[src/rtl/blinky_sim_pkg.sv]
// Shared constants and state type for the UART echo top and its rx/tx engines.
// Latency: n/a (types and constants only).
// Backpressure: n/a.
package blinky_sim_pkg;

    // 32.256 MHz / 115200 baud
    localparam int DEFAULT_CLKS_PER_BIT = 280;

    typedef enum logic [1:0] {
        IDLE  = 2'd0,
        START = 2'd1,
        DATA  = 2'd2,
        STOP  = 2'd3
    } uart_state_t;

endpackage

[src/rtl/uart_rx.sv]
// 8N1 UART receiver: 2-flop synchronizer, mid-bit sampling, one-cycle rx_valid_o pulse.
// Latency: rx_valid_o about 9.5 bit times plus 2 sync cycles after the start edge.
// Backpressure: none; the byte is presented for one cycle only, and framing errors are dropped.
module uart_rx
    import blinky_sim_pkg::*;
#(
    parameter int CLKS_PER_BIT = DEFAULT_CLKS_PER_BIT
) (
    input  logic       clk_i,
    input  logic       rst_i,
    input  logic       rx_i,
    output logic       rx_valid_o,
    output logic [7:0] rx_data_o
);

    localparam logic [15:0] HALF_M1 = 16'(CLKS_PER_BIT / 2 - 1);
    localparam logic [15:0] FULL_M1 = 16'(CLKS_PER_BIT - 1);

    logic [1:0]  sync_q;
    logic        rxs;
    uart_state_t state_q, state_d;
    logic [15:0] cnt_q, cnt_d;
    logic [2:0]  bit_q, bit_d;
    logic [7:0]  shift_q, shift_d;
    logic [7:0]  data_q, data_d;
    logic        valid_q, valid_d;
    logic        ferr_q, ferr_d;

    assign rxs = sync_q[1];

    // Synchronizer, preset to line-idle so reset never looks like a start bit
    always_ff @(posedge clk_i or posedge rst_i) begin
        if (rst_i) sync_q <= 2'b11;
        else       sync_q <= {sync_q[0], rx_i};
    end

    // Frame sequencing; ferr_q parks the FSM in STOP until the line goes high again
    always_comb begin
        state_d = state_q;
        cnt_d   = cnt_q;
        bit_d   = bit_q;
        shift_d = shift_q;
        data_d  = data_q;
        valid_d = 1'b0;
        ferr_d  = ferr_q;
        case (state_q)
            IDLE: begin
                ferr_d = 1'b0;
                if (!rxs) begin
                    state_d = START;
                    cnt_d   = '0;
                end
            end
            START: begin
                if (cnt_q == HALF_M1) begin
                    cnt_d   = '0;
                    bit_d   = '0;
                    state_d = rxs ? IDLE : DATA;
                end else begin
                    cnt_d = cnt_q + 16'd1;
                end
            end
            DATA: begin
                if (cnt_q == FULL_M1) begin
                    cnt_d   = '0;
                    shift_d = {rxs, shift_q[7:1]};
                    if (bit_q == 3'd7) state_d = STOP;
                    else               bit_d   = bit_q + 3'd1;
                end else begin
                    cnt_d = cnt_q + 16'd1;
                end
            end
            STOP: begin
                if (ferr_q) begin
                    if (rxs) state_d = IDLE;
                end else if (cnt_q == FULL_M1) begin
                    cnt_d = '0;
                    if (rxs) begin
                        valid_d = 1'b1;
                        data_d  = shift_q;
                        state_d = IDLE;
                    end else begin
                        ferr_d = 1'b1;
                    end
                end else begin
                    cnt_d = cnt_q + 16'd1;
                end
            end
            default: state_d = IDLE;
        endcase
    end

    // Receiver state registers
    always_ff @(posedge clk_i or posedge rst_i) begin
        if (rst_i) begin
            state_q <= IDLE;
            cnt_q   <= '0;
            bit_q   <= '0;
            shift_q <= '0;
            data_q  <= '0;
            valid_q <= 1'b0;
            ferr_q  <= 1'b0;
        end else begin
            state_q <= state_d;
            cnt_q   <= cnt_d;
            bit_q   <= bit_d;
            shift_q <= shift_d;
            data_q  <= data_d;
            valid_q <= valid_d;
            ferr_q  <= ferr_d;
        end
    end

    assign rx_valid_o = valid_q;
    assign rx_data_o  = data_q;

endmodule

[src/rtl/uart_tx.sv]
// 8N1 UART transmitter with a flopped, glitch-free tx_o.
// Latency: start bit appears on tx_o the cycle after a tx_valid_i/tx_ready_o handshake.
// Backpressure: tx_ready_o high when idle and in the last stop-bit cycle, allowing gapless frames.
module uart_tx
    import blinky_sim_pkg::*;
#(
    parameter int CLKS_PER_BIT = DEFAULT_CLKS_PER_BIT
) (
    input  logic       clk_i,
    input  logic       rst_i,
    input  logic       tx_valid_i,
    input  logic [7:0] tx_data_i,
    output logic       tx_ready_o,
    output logic       tx_o
);

    localparam logic [15:0] FULL_M1 = 16'(CLKS_PER_BIT - 1);

    uart_state_t state_q, state_d;
    logic [15:0] cnt_q, cnt_d;
    logic [2:0]  bit_q, bit_d;
    logic [7:0]  shift_q, shift_d;
    logic        tx_q, tx_d;
    logic        take;

    assign tx_ready_o = (state_q == IDLE) || ((state_q == STOP) && (cnt_q == FULL_M1));
    assign take       = tx_valid_i && tx_ready_o;

    // Next line level is computed with the next state so tx_o comes straight from a flop
    always_comb begin
        state_d = state_q;
        cnt_d   = cnt_q;
        bit_d   = bit_q;
        shift_d = shift_q;
        tx_d    = tx_q;
        case (state_q)
            IDLE: begin
                tx_d = 1'b1;
                if (take) begin
                    state_d = START;
                    cnt_d   = '0;
                    shift_d = tx_data_i;
                    tx_d    = 1'b0;
                end
            end
            START: begin
                if (cnt_q == FULL_M1) begin
                    state_d = DATA;
                    cnt_d   = '0;
                    bit_d   = '0;
                    tx_d    = shift_q[0];
                end else begin
                    cnt_d = cnt_q + 16'd1;
                end
            end
            DATA: begin
                if (cnt_q == FULL_M1) begin
                    cnt_d = '0;
                    if (bit_q == 3'd7) begin
                        state_d = STOP;
                        tx_d    = 1'b1;
                    end else begin
                        bit_d   = bit_q + 3'd1;
                        shift_d = {1'b0, shift_q[7:1]};
                        tx_d    = shift_q[1];
                    end
                end else begin
                    cnt_d = cnt_q + 16'd1;
                end
            end
            STOP: begin
                if (cnt_q == FULL_M1) begin
                    cnt_d = '0;
                    if (take) begin
                        state_d = START;
                        shift_d = tx_data_i;
                        tx_d    = 1'b0;
                    end else begin
                        state_d = IDLE;
                        tx_d    = 1'b1;
                    end
                end else begin
                    cnt_d = cnt_q + 16'd1;
                end
            end
            default: begin
                state_d = IDLE;
                tx_d    = 1'b1;
            end
        endcase
    end

    // Transmitter state registers; line presets high so reset releases it immediately
    always_ff @(posedge clk_i or posedge rst_i) begin
        if (rst_i) begin
            state_q <= IDLE;
            cnt_q   <= '0;
            bit_q   <= '0;
            shift_q <= '0;
            tx_q    <= 1'b1;
        end else begin
            state_q <= state_d;
            cnt_q   <= cnt_d;
            bit_q   <= bit_d;
            shift_q <= shift_d;
            tx_q    <= tx_d;
        end
    end

    assign tx_o = tx_q;

endmodule

[src/rtl/blinky_sim_echo.sv]
// UART echo top: rx engine -> one-byte holding register -> tx engine.
// Latency: tx start bit 2 cycles after rx_valid (hold load, then tx launch).
// Backpressure: a byte arriving while the holding register stays full is dropped.
module blinky_sim_echo
    import blinky_sim_pkg::*;
#(
    parameter int CLKS_PER_BIT = DEFAULT_CLKS_PER_BIT,
    parameter int DATA_BITS    = 8
) (
    input  logic clk_i,
    input  logic rst_i,
    input  logic rx_i,
    output logic tx_o
);

    logic                 rx_valid;
    logic [DATA_BITS-1:0] rx_data;
    logic                 tx_ready;
    logic                 take;
    logic                 load;
    logic                 hold_full_q, hold_full_d;
    logic [DATA_BITS-1:0] hold_dat_q, hold_dat_d;

    uart_rx #(.CLKS_PER_BIT(CLKS_PER_BIT)) u_rx (
        .clk_i      (clk_i),
        .rst_i      (rst_i),
        .rx_i       (rx_i),
        .rx_valid_o (rx_valid),
        .rx_data_o  (rx_data)
    );

    uart_tx #(.CLKS_PER_BIT(CLKS_PER_BIT)) u_tx (
        .clk_i      (clk_i),
        .rst_i      (rst_i),
        .tx_valid_i (hold_full_q),
        .tx_data_i  (hold_dat_q),
        .tx_ready_o (tx_ready),
        .tx_o       (tx_o)
    );

    assign take = hold_full_q && tx_ready;
    // A byte vacating in the same cycle frees the slot, so the new byte lands and wins
    assign load = rx_valid && (!hold_full_q || take);

    // Holding register occupancy and data
    always_comb begin
        hold_full_d = load || (hold_full_q && !take);
        hold_dat_d  = load ? rx_data : hold_dat_q;
    end

    // Holding register flops
    always_ff @(posedge clk_i or posedge rst_i) begin
        if (rst_i) begin
            hold_full_q <= 1'b0;
            hold_dat_q  <= '0;
        end else begin
            hold_full_q <= hold_full_d;
            hold_dat_q  <= hold_dat_d;
        end
    end

endmodule

[config.mk]
export PLATFORM = sky130hd
export DESIGN_NAME = blinky_sim_echo
export DESIGN_NICKNAME = d
export VERILOG_FILES = /design/src/rtl/blinky_sim_pkg.sv /design/src/rtl/uart_rx.sv /design/src/rtl/uart_tx.sv /design/src/rtl/blinky_sim_echo.sv
export SDC_FILE = /design/constraint.sdc
export NUM_CORES = 1
export LEC_CHECK = 0
export BUFFER_PORTS_ARGS = -buffer_cell sky130_fd_sc_hd__clkbuf_2
export CORE_AREA = 8 8 153 127
export CTS_CLUSTER_DIAMETER = 30
export DETAILED_ROUTE_END_ITERATION = 8
export DIE_AREA = 0 0 161 135
export SYNTH_ARGS = -nofsm -noshare
export SYNTH_HDL_FRONTEND = slang
export SYNTH_SLANG_ARGS = --single-unit
[constraint.sdc]
create_clock -name clk_i -period 3.3 [get_ports clk_i]
set_input_delay 0.165 -clock clk_i [delete_from_list [all_inputs] [get_ports clk_i]]
set_output_delay 0.165 -clock clk_i [all_outputs]
set_load 0.02 [all_outputs]
## Yosys cells after proc, flatten, opt, wreduce, memory -nomap -nowiden

Index checks and enable logic that the tools add are counted.

- Bits in registers: 80
- Bits in latches: 0
- Memory bits (writable): 0
- Bits in read-only memories: 0
- Input bits: 3
- Output and inout bits: 1
- Logic and storage cells: 120
- Memories: 0

- $add $sub $neg: 4
- $mul: 0
- Div/mod/pow operators: 0
- $lt $le $gt $ge: 0
- Equal/unequal tests: 24
- Shifts and indexed selects: 0
- Muxes and demuxes: 51
- Bitwise logic cells: 1
- Reductions and logical operators: 25

Operator list:

| kind | count |
|---|---|
| $mux W16 | 6 |
| $pmux W16 S4 | 1 |
| $add A16 B1 Y16 const B | 2 |
| $eq A16 B9 Y1 const B | 2 |
| $mux W8 | 4 |
| $pmux W16 S2 | 1 |
| $mux W2 | 13 |
| $pmux W8 S3 | 1 |
| $mux W3 | 6 |
| $eq A16 B8 Y1 const B | 1 |
| $pmux W2 S4 | 2 |
| $reduce_and A4 Y1 | 4 |
| $mux W1 | 13 |
| $ne A2 B1 Y1 const B | 6 |
| $ne A2 B2 Y1 const B | 6 |
| $pmux W3 S2 | 2 |
| $reduce_and A5 Y1 | 2 |
| $eq A2 B2 Y1 const B | 4 |
| $add A3 B1 Y3 const B | 2 |
| $eq A3 B3 Y1 const B | 2 |
| $reduce_bool A2 Y1 | 3 |
| $eq A2 B1 Y1 const B | 2 |
| $logic_and A1 B1 Y1 | 4 |
| $logic_not A2 Y1 | 2 |
| other kinds (10) | 14 |

## Longest topological paths before layout

Gate-level depths: netlist (run 1).

- Word-level depth: 7
- Mapped depth: 9
- Depth with buffers taken out: 7

## Cells and area by module

From an unflattened synthesis (run 1), not the netlist that was laid out.

- Cell total of the unflattened synthesis: 406
- Area, all modules: 4,345.4 um^2

By module, submodules not included:

| module | instances | cells an instance | area an instance (um^2) | seq. area each (um^2) |
|---|---|---|---|---|
| uart_rx | 1 | 194 | 2,130.8 | 1,028.5 |
| uart_tx | 1 | 191 | 1,833.0 | 752.0 |
| blinky_sim_echo | 1 | 21 | 381.6 | 225.2 |

## Least setup slack after synthesis (run 1)

Ideal clock, no wire load.

- Path type: reg-to-reg
- Start: register u_tx.cnt_q[12]
- End: register u_tx.shift_q[0]
- Setup time: 0.125 ns
- Arrival: 1.994 ns
- Required time: 3.175 ns
- Slack: 1.182 ns
- Stages on the path, launching flop included: 6
- Buffers on the path: 0
- Clock period less this slack: 2.118 ns
- Cells stage by stage: dfrtp_1 -> or4_4 -> nor4_4 -> a21oi_2 -> nor2_4 -> mux2_2

- Word-level cells in the longest chain between the ends: 7
- Elaborated cells on any way between the ends: 10
- Those cells by class: eq/ne (3); mux (3); reduce/logical (4)

Ends and longest elaborated chain:

| what | line | source |
|---|---|---|
| start, declared | uart_tx.sv:20 | `logic [15:0] cnt_q, cnt_d;` |
| start signal, assigned | uart_tx.sv:103 | `cnt_q <= cnt_d;` |
| $eq A16 B9 Y1 * | uart_tx.sv:26, uart_tx.sv:57, uart_tx.sv:72 |  |
| $logic_and A1 B1 Y1 | uart_tx.sv:26 | `assign tx_ready_o = (state_q == IDLE) \|\| ((state_q == STOP) && (cnt_q == FULL_M1));` |
| $logic_or A1 B1 Y1 | uart_tx.sv:26 |  |
| $logic_and A1 B1 Y1 | uart_tx.sv:27 | `assign take = tx_valid_i && tx_ready_o;` |
| $mux W8 (2 in series) | - |  |
| $pmux W8 S3 | - |  |
| end signal, assigned | uart_tx.sv:105 | `shift_q <= shift_d;` |
| end, declared | uart_tx.sv:22 | `logic [7:0] shift_q, shift_d;` |

Every way passes the cells marked *; elsewhere a longest branch is shown, timed or not. The select of a mux whose other input is x is not followed.
A chain may end at the register's enable or synchronous reset.

## Worst setup path in the final report (run 1)

- Start: register u_rx.cnt_q[0]
- End: register u_rx.cnt_q[9]

- Word-level cells in the longest chain between the ends: 4
- Elaborated cells on any way between the ends: 7
- Those cells by class: add/sub (1); eq/ne (2); mux (4)

Ends and longest elaborated chain:

| what | line | source |
|---|---|---|
| start, declared | uart_rx.sv:22 | `logic [15:0] cnt_q, cnt_d;` |
| start signal, assigned | uart_rx.sv:105 | `cnt_q <= cnt_d;` |
| $add A16 B1 Y16 or $eq A16 B9 Y1 (tied branches) | - |  |
| $mux W16 | uart_rx.sv:64, uart_rx.sv:76 |  |
| $mux W16 | uart_rx.sv:74 | `if (ferr_q) begin` |
| $pmux W16 S4 * | uart_rx.sv:46 | `case (state_q)` |

Marked as above.

==> key figures, run 1 <==
Status
  – Outcome: finished clean

GRT
  – Largest net degree at the start of global routing: 52
  – Vias in the first global route: 2901
  – Total gr overflow: 0
  – First-pass GRT wire length: about 14000 um
  – Initial antenna violation count: 0
  – Tot GR Track Use: about 7.6%

CTS
  – Post-CTS Resized: 0
  – Clock tree sinks: 80
  – Clock-pin slew on the worst setup and hold paths: around 0.06 ns
  – CTS tree: done
  – Root Driver: clkbuf_16
  – Total CTS buffers: 9
  – H-Tree Depth: 3
  – Clock Path Buffers: 2
  – Worst-Skew Late Latency: 0.33 ns

Finish
  – # nets final: ~420
  – Post-route design area: around 4800 um^2
  – Area Growth Syn to Fin: 14.9%
  – Ant diodes: 0
  – Final core area utilization: between 20% and 30%
  – Final Instance Count excl. Fillers: 627
  – Fillers: between 1500 and 2000
  – Layout cell share with drive strength beyond 1: around 18%

Route
  – Detailed Routing Iterations Pass 1: 5
  – Residual DRC count: 0
  – Vias per cell: 4.62
  – DR vias: about 2900
  – Wire per inst: between 10 and 15 um
  – Detail Route Antenna Nets: 0
  – Detailed-route wire length: roughly 7700 um
  – Drt first-iter violations: around 220

Floorplanning
  – Full die area: approximately 22000 um^2
  – Die width: 161 um
  – Placement Rows: 43
  – Core area: ~17000 um^2
  – Io pins: 4
  – Die Ht: 135 um
  – Initial Utilization: between 20 and 25%

Power
  – Clk pwr share: approximately half
  – Total power: between 2 and 2.5 mW
  – Leakage: roughly 2.1 nW
  – Sequential cell fraction of total power: between 40% and 50%
  – Comb power frac: roughly 1.1%
  – Sw Ratio: 19.8%
  – Max VDD drop: between 200 and 250 uV
  – Power density over cell area: 431 nW/um^2
  – Sw power: between 0.4 and 0.5 mW
  – Cell-internal power: 1.65 mW

Placement
  – DP Cell Count: 610
  – Hpwl dp: 5290 um
  – PortBufs: 3
  – Placer Congestion: 0.817
  – Pre-CTS setup slack: approximately 0.77 ns
  – DP Area: 4430 um^2

STA
  – Final hold vios: 0
  – Tcrit/Tclk final: 77.7%
  – Least-Margin Pin Slew: between 0.9 and 1 ns
  – Worst setup margin: around 0.74 ns
  – Minimum clock period after layout: between 2 and 3 ns
  – RSZ-0062 raised after global routing: no
  – Final Hold Slack: 0.356 ns
  – F_max: between 300 and 400 MHz
  – Slew HR: approximately 39%
  – Slew Viols, Final: 0
  – Setup violators final: 0
  – Skew final: 0.00682 ns
  – Final setup TNS: 0 ns

Setup path
  – CP Class: flip-flop to flip-flop
  – R2R cell count: 6
  – Flop2flop setup slack: between 0.7 and 0.8 ns
  – CP arrival: roughly 2.8 ns
  – R2r endpoint: u_rx.cnt_q[9]
  – Setup crit end: u_rx.cnt_q[9]
  – R2r startpoint: u_rx.cnt_q[0]
  – Crit end category: flip-flop
  – Startpoint types: flip-flop
  – Worst Path Max Fanout: 11
  – Data required time of the worst path: about 3.5 ns
  – Crit path from: u_rx.cnt_q[0]

Synthesis
  – Xor/xnor cell area share of the yosys netlist: between 2 and 3%
  – Ys async rst share: 100%
  – Post-Synth Simple-Gate Area: approximately 18%
  – Top cells by area, synth: dfrtp_1 (47%), mux2_2 (8.7%), ha_1 (4.8%), o21ai_0 (3.9%), nand2_1 (3.6%)
  – Mapped Nets: approximately 410
  – Combinational family with the most area after synthesis: simple AND/OR/NAND/NOR gates
  – Post-Synth Adder-Cell Area: 4.83%
  – Mapped Avg Cell Area: 10.6 um^2
  – Post-synth EDFFs: 0
  – Post-synthesis register bit count: 80
  – Yosys top cell by area: dfrtp_1
  – Compound-Gate Fraction of Synth Area: between 10 and 15%
  – Area of the mapped netlist: around 4100 um^2
  – Post-Syn Instances: 389
  – Top-area cell type share of the netlist area: between 40% and 50%
  – Post-synth top flop: dfrtp_1
  – YS warnings: 0
  – Mux cell area share after synthesis: between 10% and 20%
  – Post-synthesis sequential area ratio: between 40% and 50%
  – Cell variety after synth: between 50 and 60

Flow run
  – Max-Cap Viols: 0

Min path
  – Hold Crit Class: flip-flop to flip-flop
[per-layer routing]
layer  track usage, %  share of wire, %  routed length [um]  vias up
li1                 -                 -                   -     1426
met3             2.22               3.7                 286        9
met5                0                 0                   0        -
met4             2.26               1.1                  82        0
met2             11.8                45                3450       42
met1             10.0                50                3890     1420
[layout make-up]
type / instances / area, um^2 / share of cell area [%]
multi-input combinational: 283 / 2040 / 42.9
tap: 225 / 282 / 5.92
timing repair buffer: 8 / 57.6 / 1.21
clock inverter: 5 / 81.3 / 1.71
clock buffer: 10 / 229 / 4.81
sequential: 80 / 2010 / 42.2
inverter: 16 / 61.3 / 1.29
[placed cells by master, fill, tap and decap left out, drive strengths merged, types with 2 or more instances in the layout]
master        n
buf           3
a311oi        2
dfstp         3
dlygate4sd3   2
nor4          9
clkinv        2
nand4        11
nor2b         3
or3           2
clkbuf       13
a22o          6
or4           2
xor2          2
xnor2        10
nand3        11
nand4b        2
mux2i         6
dfrtp        77
o31ai         3
bufinv        2
nor3b         2
ha           16
a31oi         4
nor2         29
inv          16
mux2         40
and2          2
o41ai         3
nand2b        4
nor4b         2
a22oi         2
nor3         13
nor4bb        2
a21o          6
nand2        41
o21ai        32
a21oi         6
[power groups by stage]
| stage | Clock, mW | Sequential (mW) | Combinational (mW) |
|---|---|---|---|
| final | 1.04 | 0.985 | 0.0230 |
| after floorplan | 0 | 1.00 | 0.0161 |
| after detailed placement | 0 | 1.00 | 0.0230 |
| after global routing | 1.11 | 0.984 | 0.0282 |
| after CTS | 1.07 | 0.985 | 0.0250 |
| after global placement | 0 | 1.00 | 0.0224 |
[kinds of logic (layout without fill, tap and decap cells)]
group	after synthesis	count (layout)
AND/OR/NAND/NOR	139	139
flip-flops	80	80
multiplexers	46	46
adder cells (fa/ha/maj)	16	16
buffers and inverters	26	39
XOR/XNOR	12	12
AO/OA/AOI/OAI	70	70
[how the worst min path moves through the flow]
stage | depth (start not counted) | endpoint | start | slack, ns
after floorplan | 0 | u_rx.sync_q[0] | rx_i | 0.17
after global placement | 2 | u_rx.cnt_q[4] | rst_i | 0.19
after detailed placement | 2 | u_rx.cnt_q[1] | rst_i | 0.19
after CTS | 0 | u_rx.sync_q[1] | u_rx.sync_q[0] | 0.36
after global routing | 0 | u_rx.sync_q[1] | u_rx.sync_q[0] | 0.36
final | 0 | u_rx.sync_q[1] | u_rx.sync_q[0] | 0.36
[flip-flops by register name, summed over array words and instances, names as in the netlist, named ones only]
name / flops
u_rx.bit_q: 3
u_rx.rx_valid_o: 1
u_rx.rx_data_o: 8
hold_full_q: 1
u_rx.ferr_q: 1
u_rx.shift_q: 8
u_tx.state_q: 2
u_tx.shift_q: 8
u_tx.tx_o: 1
u_rx.state_q: 1
u_rx.sync_q: 2
u_tx.bit_q: 3
u_tx.cnt_q: 16
hold_dat_q: 8
u_rx.cnt_q: 16
[synthesized netlist by cell type (all sizes together) (3+ instances only)]
| cell | instances |
|---|---|
| dfstp | 3 |
| nand4 | 11 |
| mux2 | 40 |
| clkbuf | 6 |
| o21ai | 32 |
| mux2i | 6 |
| nor3 | 13 |
| ha | 16 |
| a22o | 6 |
| nand2 | 41 |
| xnor2 | 10 |
| a21o | 6 |
| a31oi | 4 |
| nor2 | 29 |
| o31ai | 3 |
| o41ai | 3 |
| inv | 16 |
| dfrtp | 77 |
| nor2b | 3 |
| nand2b | 4 |
| nand3 | 11 |
| buf | 4 |
| a21oi | 6 |
| nor4 | 9 |
[worst max-delay path, stage by stage (launching register included)]
cell     delay (ns)
dfrtp_1        0.38
ha_1           0.24
nor4b_1        0.46
nand4_1        0.39
a32oi_2        0.45
and2_1         0.42
nor2_1         0.09
[what timing repair did]
action | in CTS | in global routing
buffers inserted | 0 | 0
hold endpoints to repair | 28 | 0
hold buffers | 2 | 0
Power figures use the tool's default switching activity.
==> run 2, diff against run 1 <==
--- a/config.mk
+++ b/config.mk
@@ -5,11 +5,12 @@
 export SDC_FILE = /design/constraint.sdc
 export NUM_CORES = 1
 export LEC_CHECK = 0
+export ABC_AREA = 1
 export BUFFER_PORTS_ARGS = -buffer_cell sky130_fd_sc_hd__clkbuf_2
-export CORE_AREA = 8 8 153 127
+export CORE_AREA = 8 8 157 129
 export CTS_CLUSTER_DIAMETER = 30
 export DETAILED_ROUTE_END_ITERATION = 8
-export DIE_AREA = 0 0 161 135
+export DIE_AREA = 0 0 165 137
 export SYNTH_ARGS = -nofsm -noshare
 export SYNTH_HDL_FRONTEND = slang
 export SYNTH_SLANG_ARGS = --single-unit
==> constraint.sdc (replaced) <==
create_clock -name clk_i -period 2.6 [get_ports clk_i]
set_input_delay 0.13 -clock clk_i [delete_from_list [all_inputs] [get_ports clk_i]]
set_output_delay 0.13 -clock clk_i [all_outputs]
set_load 0.02 [all_outputs]
==> key figures, run 2 <==
Status
  – Outcome: finished clean

STA
  – F_max: between 400 and 500 MHz
  – Setup violators final: 0
  – Least-Margin Pin Slew: around 0.48 ns
  – Minimum clock period after layout: about 2.0 ns
  – Skew final: ~0.0082 ns
  – Final hold vios: 0
  – Worst setup margin: around 0.55 ns
  – Final setup TNS: 0 ns
  – RSZ-0062 raised after global routing: no
  – Slew HR: a little under 70%
  – Tcrit/Tclk final: 78.8%
  – Slew Viols, Final: 0

CTS
  – CTS tree: done
  – Root Driver: clkbuf_16
  – Post-CTS Hold Fix Bufs: 2
  – Clock Path Buffers: 2
  – Post-CTS Resized: 0
  – Worst-Skew Late Latency: around 0.35 ns
  – Clock tree sinks: 80
  – Total CTS buffers: 9
  – H-Tree Depth: 3
  – Postcts setup bufs: 0
  – Clock-pin slew on the worst setup and hold paths: about 0.07 ns

Floorplanning
  – Core area: around 18000 um^2
  – Die width: 165 um
  – Io pins: 4
  – Full die area: between 20000 and 25000 um^2
  – Die Ht: between 100 and 150 um
  – Initial Utilization: around a quarter
  – Placement Rows: 44

Route
  – Wire per inst: between 10 and 15 um
  – Detailed-route wire length: about 8700 um
  – Vias per cell: around 4.3
  – Detailed Routing Iterations Pass 1: 5
  – DR vias: around 3400
  – Drt first-iter violations: approximately 230
  – Detail Route Antenna Nets: 0
  – Residual DRC count: 0

Setup path
  – Crit path cell chain: inv_1, ha_1, clkinv_1, or2_2, nor2_1, nand2_1, o21ai_0
  – Worst Path Max Fanout: 10
  – Crit end category: flip-flop
  – Data required time of the worst path: 2.86 ns
  – Delay-heaviest family, CP: simple AND/OR/NAND/NOR gates
  – Worst Path Buf+Inv: 2
  – Startpoint types: flip-flop
  – CP arrival: around 2.3 ns
  – Crit-path slowest cell: dfrtp_1
  – CP Class: flip-flop to flip-flop
  – Max incr delay on CP: 0.43 ns

Placement
  – PortBufs: 3
  – Placer Congestion: around 0.84
  – Pre-CTS setup slack: 0.573 ns
  – Hpwl dp: between 6000 and 7000 um

GRT
  – Tot GR Track Use: 8.37%
  – Vias in the first global route: between 3000 and 4000
  – Largest net degree at the start of global routing: 56
  – Met3 usage: 2.65%
  – GRT met2 Usage: a little under an eighth
  – Met1 usage: about an eighth
  – First-pass GRT wire length: 15300 um
  – Initial antenna violation count: 0
  – GRT Max-Usage Layer: met1
  – Total gr overflow: 0

Finish
  – Biggest registers after layout: u_rx.cnt_q (16), u_tx.cnt_q (16)
  – Layout cell share with drive strength beyond 1: between 10% and 20%
  – Commonest non-fill, non-tap cells in the layout: nand2_1 (168), dfrtp_1 (77), nor2_1 (64), inv_1 (58)
  – # nets final: 587
  – Commonest non-fill, non-tap cell in the layout: nand2_1
  – Area Growth Syn to Fin: 14.0%
  – Ant diodes: 0

Synthesis
  – Top cells by area, synth: dfrtp_1 (44%), nand2_1 (14%), nor2_1 (5.5%), inv_1 (5.1%), nand3_1 (4.7%)
  – Post-Syn Instances: around 560
  – Mapped Nets: ~580
  – Most frequent cells after synthesis: nand2_1 (168), dfrtp_1 (77), nor2_1 (64), inv_1 (59)
  – Post-synthesis register bit count: 80
  – YS warnings: 0
  – Post-synthesis sequential area ratio: 46.1%
  – Ys async rst share: 100%
  – Cell variety after synth: 39
  – Area of the mapped netlist: between 4000 and 5000 um^2
  – Mapped Avg Cell Area: between 7 and 8 um^2
  – Post-synth top flop: dfrtp_1
  – Post-synth EDFFs: 0
  – Top-area cell type share of the netlist area: 44.3%
  – Yosys top cell by area: dfrtp_1
  – Most common cell in the netlist: nand2_1

Flow run
  – Max-Cap Viols: 0

Power
  – Total power: roughly 2.6 mW
  – Power density over cell area: around 530 nW/um^2
  – Leakage: 2.38 nW
  – Max VDD drop: 286 uV

Min path
  – Hold Crit Class: input pin to async pin
==> run 2: changes by cell type in the layout (fill, tap and decap cells not counted), sizes merged, moves of 19 or more <==
cell,delta
inv,+50
mux2,-40
nand2,+137
nand3,+31
nor2,+39
o21ai,+19
==> run 2: cell families after synthesis <==
| logic type | after synthesis | share of synthesized area, % |
|---|---|---|
| AOI/OAI and AO/OA | 69 | 9.55 |
| xor gates and xnor gates | 8 | 1.61 |
| adders and majority gates | 16 | 4.60 |
| buffers and inverters | 73 | 6.93 |
| DFF | 80 | 46.1 |
| and+or+nand+nor | 312 | 31.2 |
==> run 2: routing by layer <==
metal / wire length (um) / vias up
met5: 0 / -
met4: 127 / 0
met3: 407 / 11
met2: 3480 / 68
met1: 4660 / 1565
li1: - / 1804
==> run 2: final cells by class <==
type	instances	area, um^2
sequential	80	2010
clock inverter	6	75.1
clock buffer	10	239
timing repair buffer	7	62.6
tap	230	288
fill	1907	12800
inverter	65	245
multi-input combinational	405	2040
==> run 2: through the flow <==
step / utilization [%] / area, um^2 / std cells / hold slack, ns
final: 27.9 / 4960 / 803 / 0.345
after global routing: 27.9 / 4960 / 803 / 0.363
after CTS: 27.9 / 4960 / 803 / 0.327
after detailed placement: 26.0 / 4620 / 785 / 0.162
after global placement: 26.0 / 4620 / 785 / 0.157
after floorplan: - / 4350 / 558 / 0.134
==> run 2: path summary, 6_finish.rpt <==
path | cells past startpoint | start | endpoint | slack (ns)
max in group asynchronous | 4 | rst_i | u_tx.tx_o | 1.57
setup reg to reg | 7 | u_tx.state_q[0] | u_tx.bit_q[2] | 0.55
hold reg to reg | 0 | u_rx.sync_q[0] | u_rx.sync_q[1] | 0.36
setup / recovery | 7 | u_tx.state_q[0] | u_tx.bit_q[2] | 0.55
hold / removal | 3 | rst_i | u_rx.cnt_q[13] | 0.35
min in group clk_i | 0 | u_rx.sync_q[0] | u_rx.sync_q[1] | 0.36
==> run 2: power breakdown <==
group / internal, mW / switching (mW) / leakage (nW)
clock network: 0.788 / 0.566 / 0.157
logic: 0.00650 / 0.0255 / 1.13
registers: 1.25 / 0.00200 / 1.09
total: 2.04 / 0.594 / 2.38
==> run 2: worst min-delay path, stage by stage <==
cell and delay, ns:
dlygate4sd3_1 0.54, clkbuf_2 0.12, clkinv_2 0.33
==> run 3, diff against run 2 <==
==> constraint.sdc (replaced) <==
create_clock -name clk_i -period 2 [get_ports clk_i]
set_input_delay 0.1 -clock clk_i [delete_from_list [all_inputs] [get_ports clk_i]]
set_output_delay 0.1 -clock clk_i [all_outputs]
set_load 0.02 [all_outputs]
==> key figures, run 3 (synthesis gave the netlist of run 2 again) <==
STA
  – F_max: 560 MHz
  – Tcrit/Tclk final: between 80% and 90%
  – Slew HR: 53.6%
  – Skew final: 0.00624 ns
  – Setup violators final: 0
  – Least-Margin Pin Slew: 0.694 ns
  – Slew Viols, Final: 0
  – RSZ-0062 raised after global routing: no
  – Minimum clock period after layout: roughly 1.8 ns
  – Final setup TNS: 0 ns
  – Final hold vios: 0

Setup path
  – Startpoint types: flip-flop
  – Data required time of the worst path: 2.22 ns
  – Crit end category: flip-flop
  – CP arrival: 2.01 ns
  – Worst Path Max Fanout: 6
  – Flop2flop setup slack: 0.21 ns
  – CP Class: flip-flop to flip-flop

GRT
  – Largest net degree at the start of global routing: 32
  – Tot GR Track Use: ~8.4%
  – First-pass GRT wire length: about 16000 um
  – Vias in the first global route: 3292
  – Initial antenna violation count: 0
  – Total gr overflow: 0

CTS
  – Root Driver: clkbuf_16
  – Clock-pin slew on the worst setup and hold paths: around 0.060 ns
  – Worst-Skew Late Latency: 0.34 ns
  – Clock Path Buffers: 2
  – Total CTS buffers: 9
  – Clock tree sinks: 80
  – CTS tree: done
  – H-Tree Depth: 3

Finish
  – Layout cell share with drive strength beyond 1: a little over a tenth
  – Commonest non-fill, non-tap cell in the layout: nand2_1
  – Fillers: 1929
  – Post-route design area: 5000 um^2
  – Ant diodes: 0
  – Biggest registers after layout: u_rx.cnt_q (16), u_tx.cnt_q (16)
  – Area Growth Syn to Fin: 14.9%
  – Final core area utilization: between 20% and 30%
  – # nets final: between 500 and 600
  – Commonest non-fill, non-tap cells in the layout: nand2_1 (168), dfrtp_1 (77), nor2_1 (64), inv_1 (58)

Placement
  – Hpwl dp: ~6200 um
  – Placer Congestion: between 0.8 and 0.9
  – DP Area: around 4700 um^2
  – PortBufs: 3

Floorplanning
  – Initial Utilization: about a quarter
  – Die width: 165 um
  – Full die area: about 23000 um^2
  – Io pins: 4
  – Die Ht: roughly 140 um
  – Core area: approximately 18000 um^2
  – Placement Rows: 44

Flow run
  – Max-Cap Viols: 0

Route
  – Wire per inst: 10.6 um
  – DR vias: 3461
  – Drt first-iter violations: 238
  – Detailed Routing Iterations Pass 1: 5
  – Detail Route Antenna Nets: 0
  – Residual DRC count: 0
  – Vias per cell: about 4.3
  – Detailed-route wire length: ~8600 um

Power
  – Power density over cell area: approximately 660 nW/um^2
  – Max VDD drop: just under 400 uV
  – Leakage: between 2 and 2.5 nW

Status
  – Outcome: finished clean

Min path
  – Hold Crit Class: flip-flop to flip-flop
-- run 3: cell count changes in the layout (fill, tap and decap cells not counted), sizes merged --
cell	previous run	this run
clkbuf	13	16
buf	2	8
clkinv	4	3
inv	66	63
clkinvlp	0	1
-- run 3: what timing repair did --
action                                  4_1_cts  5_1_grt
endpoints found under the setup margin        0        8
hold buffers                                  2        0
resized for setup                             0        1
endpoints found under the hold margin        27        0
setup buffers                                 0        0
-- run 3: metrics by stage --
step / instances / worst slack, ns / hold slack, ns / total power, mW
detailed placement: 791 / 0.158 / 0.191 / 1.70
floorplan: 558 / 0.325 / 0.104 / 1.68
global route: 809 / 0.00768 / 0.365 / 3.45
global placement: 791 / 0.151 / 0.192 / 1.70
finish: 809 / 0.213 / 0.356 / 3.31
CTS: 809 / 0.135 / 0.358 / 3.38
-- run 3: final timing paths --
| kind | end | cells after the start | start |
|---|---|---|---|
| min in group asynchronous | u_rx.rx_data_o[4] | 3 | rst_i |
| hold reg to reg | u_rx.sync_q[1] | 0 | u_rx.sync_q[0] |
| setup reg to reg | u_tx.state_q[0] | 9 | u_tx.state_q[0] |
| setup / recovery | u_tx.state_q[0] | 9 | u_tx.state_q[0] |
| max in group asynchronous | u_tx.tx_o | 4 | rst_i |
| hold / removal | u_rx.sync_q[1] | 0 | u_rx.sync_q[0] |
-- run 3: layout make-up --
cell class,count,area (um^2),area share [%]
clock buffers,13,250,5.01
clock inverters,3,43.8,0.876
inverters,65,248,4.96
repair buffers,13,120,2.40
multi-input cells,405,2040,40.9
well taps,230,288,5.76
flip-flops and latches,80,2010,40.1
-- run 3: power by group --
group | switching (mW) | internal [mW]
Clock | 0.635 | 1.00
Combinational | 0.0352 | 0.0124
Sequential | 0.00296 | 1.62
-- run 3: per-layer routing --
metal  vias to the layer above  wire, um  global-route usage [%]
li1                       1815         -                       -
met1                      1580      4600                    11.8
met2                        57      3510                    11.8
met3                         9       384                    2.74
met4                         0        93                    2.55
met5                         -         0                       0
-- run 3: critical path, stage by stage (launching register included) --
cell and delay [ns]:
dfrtp_1 0.42, inv_1 0.10, ha_1 0.24, inv_1 0.21, nor2_1 0.13, buf_4 0.17
nor2_1 0.20, nand2_1 0.08, nand2_1 0.06, nand2_1 0.05
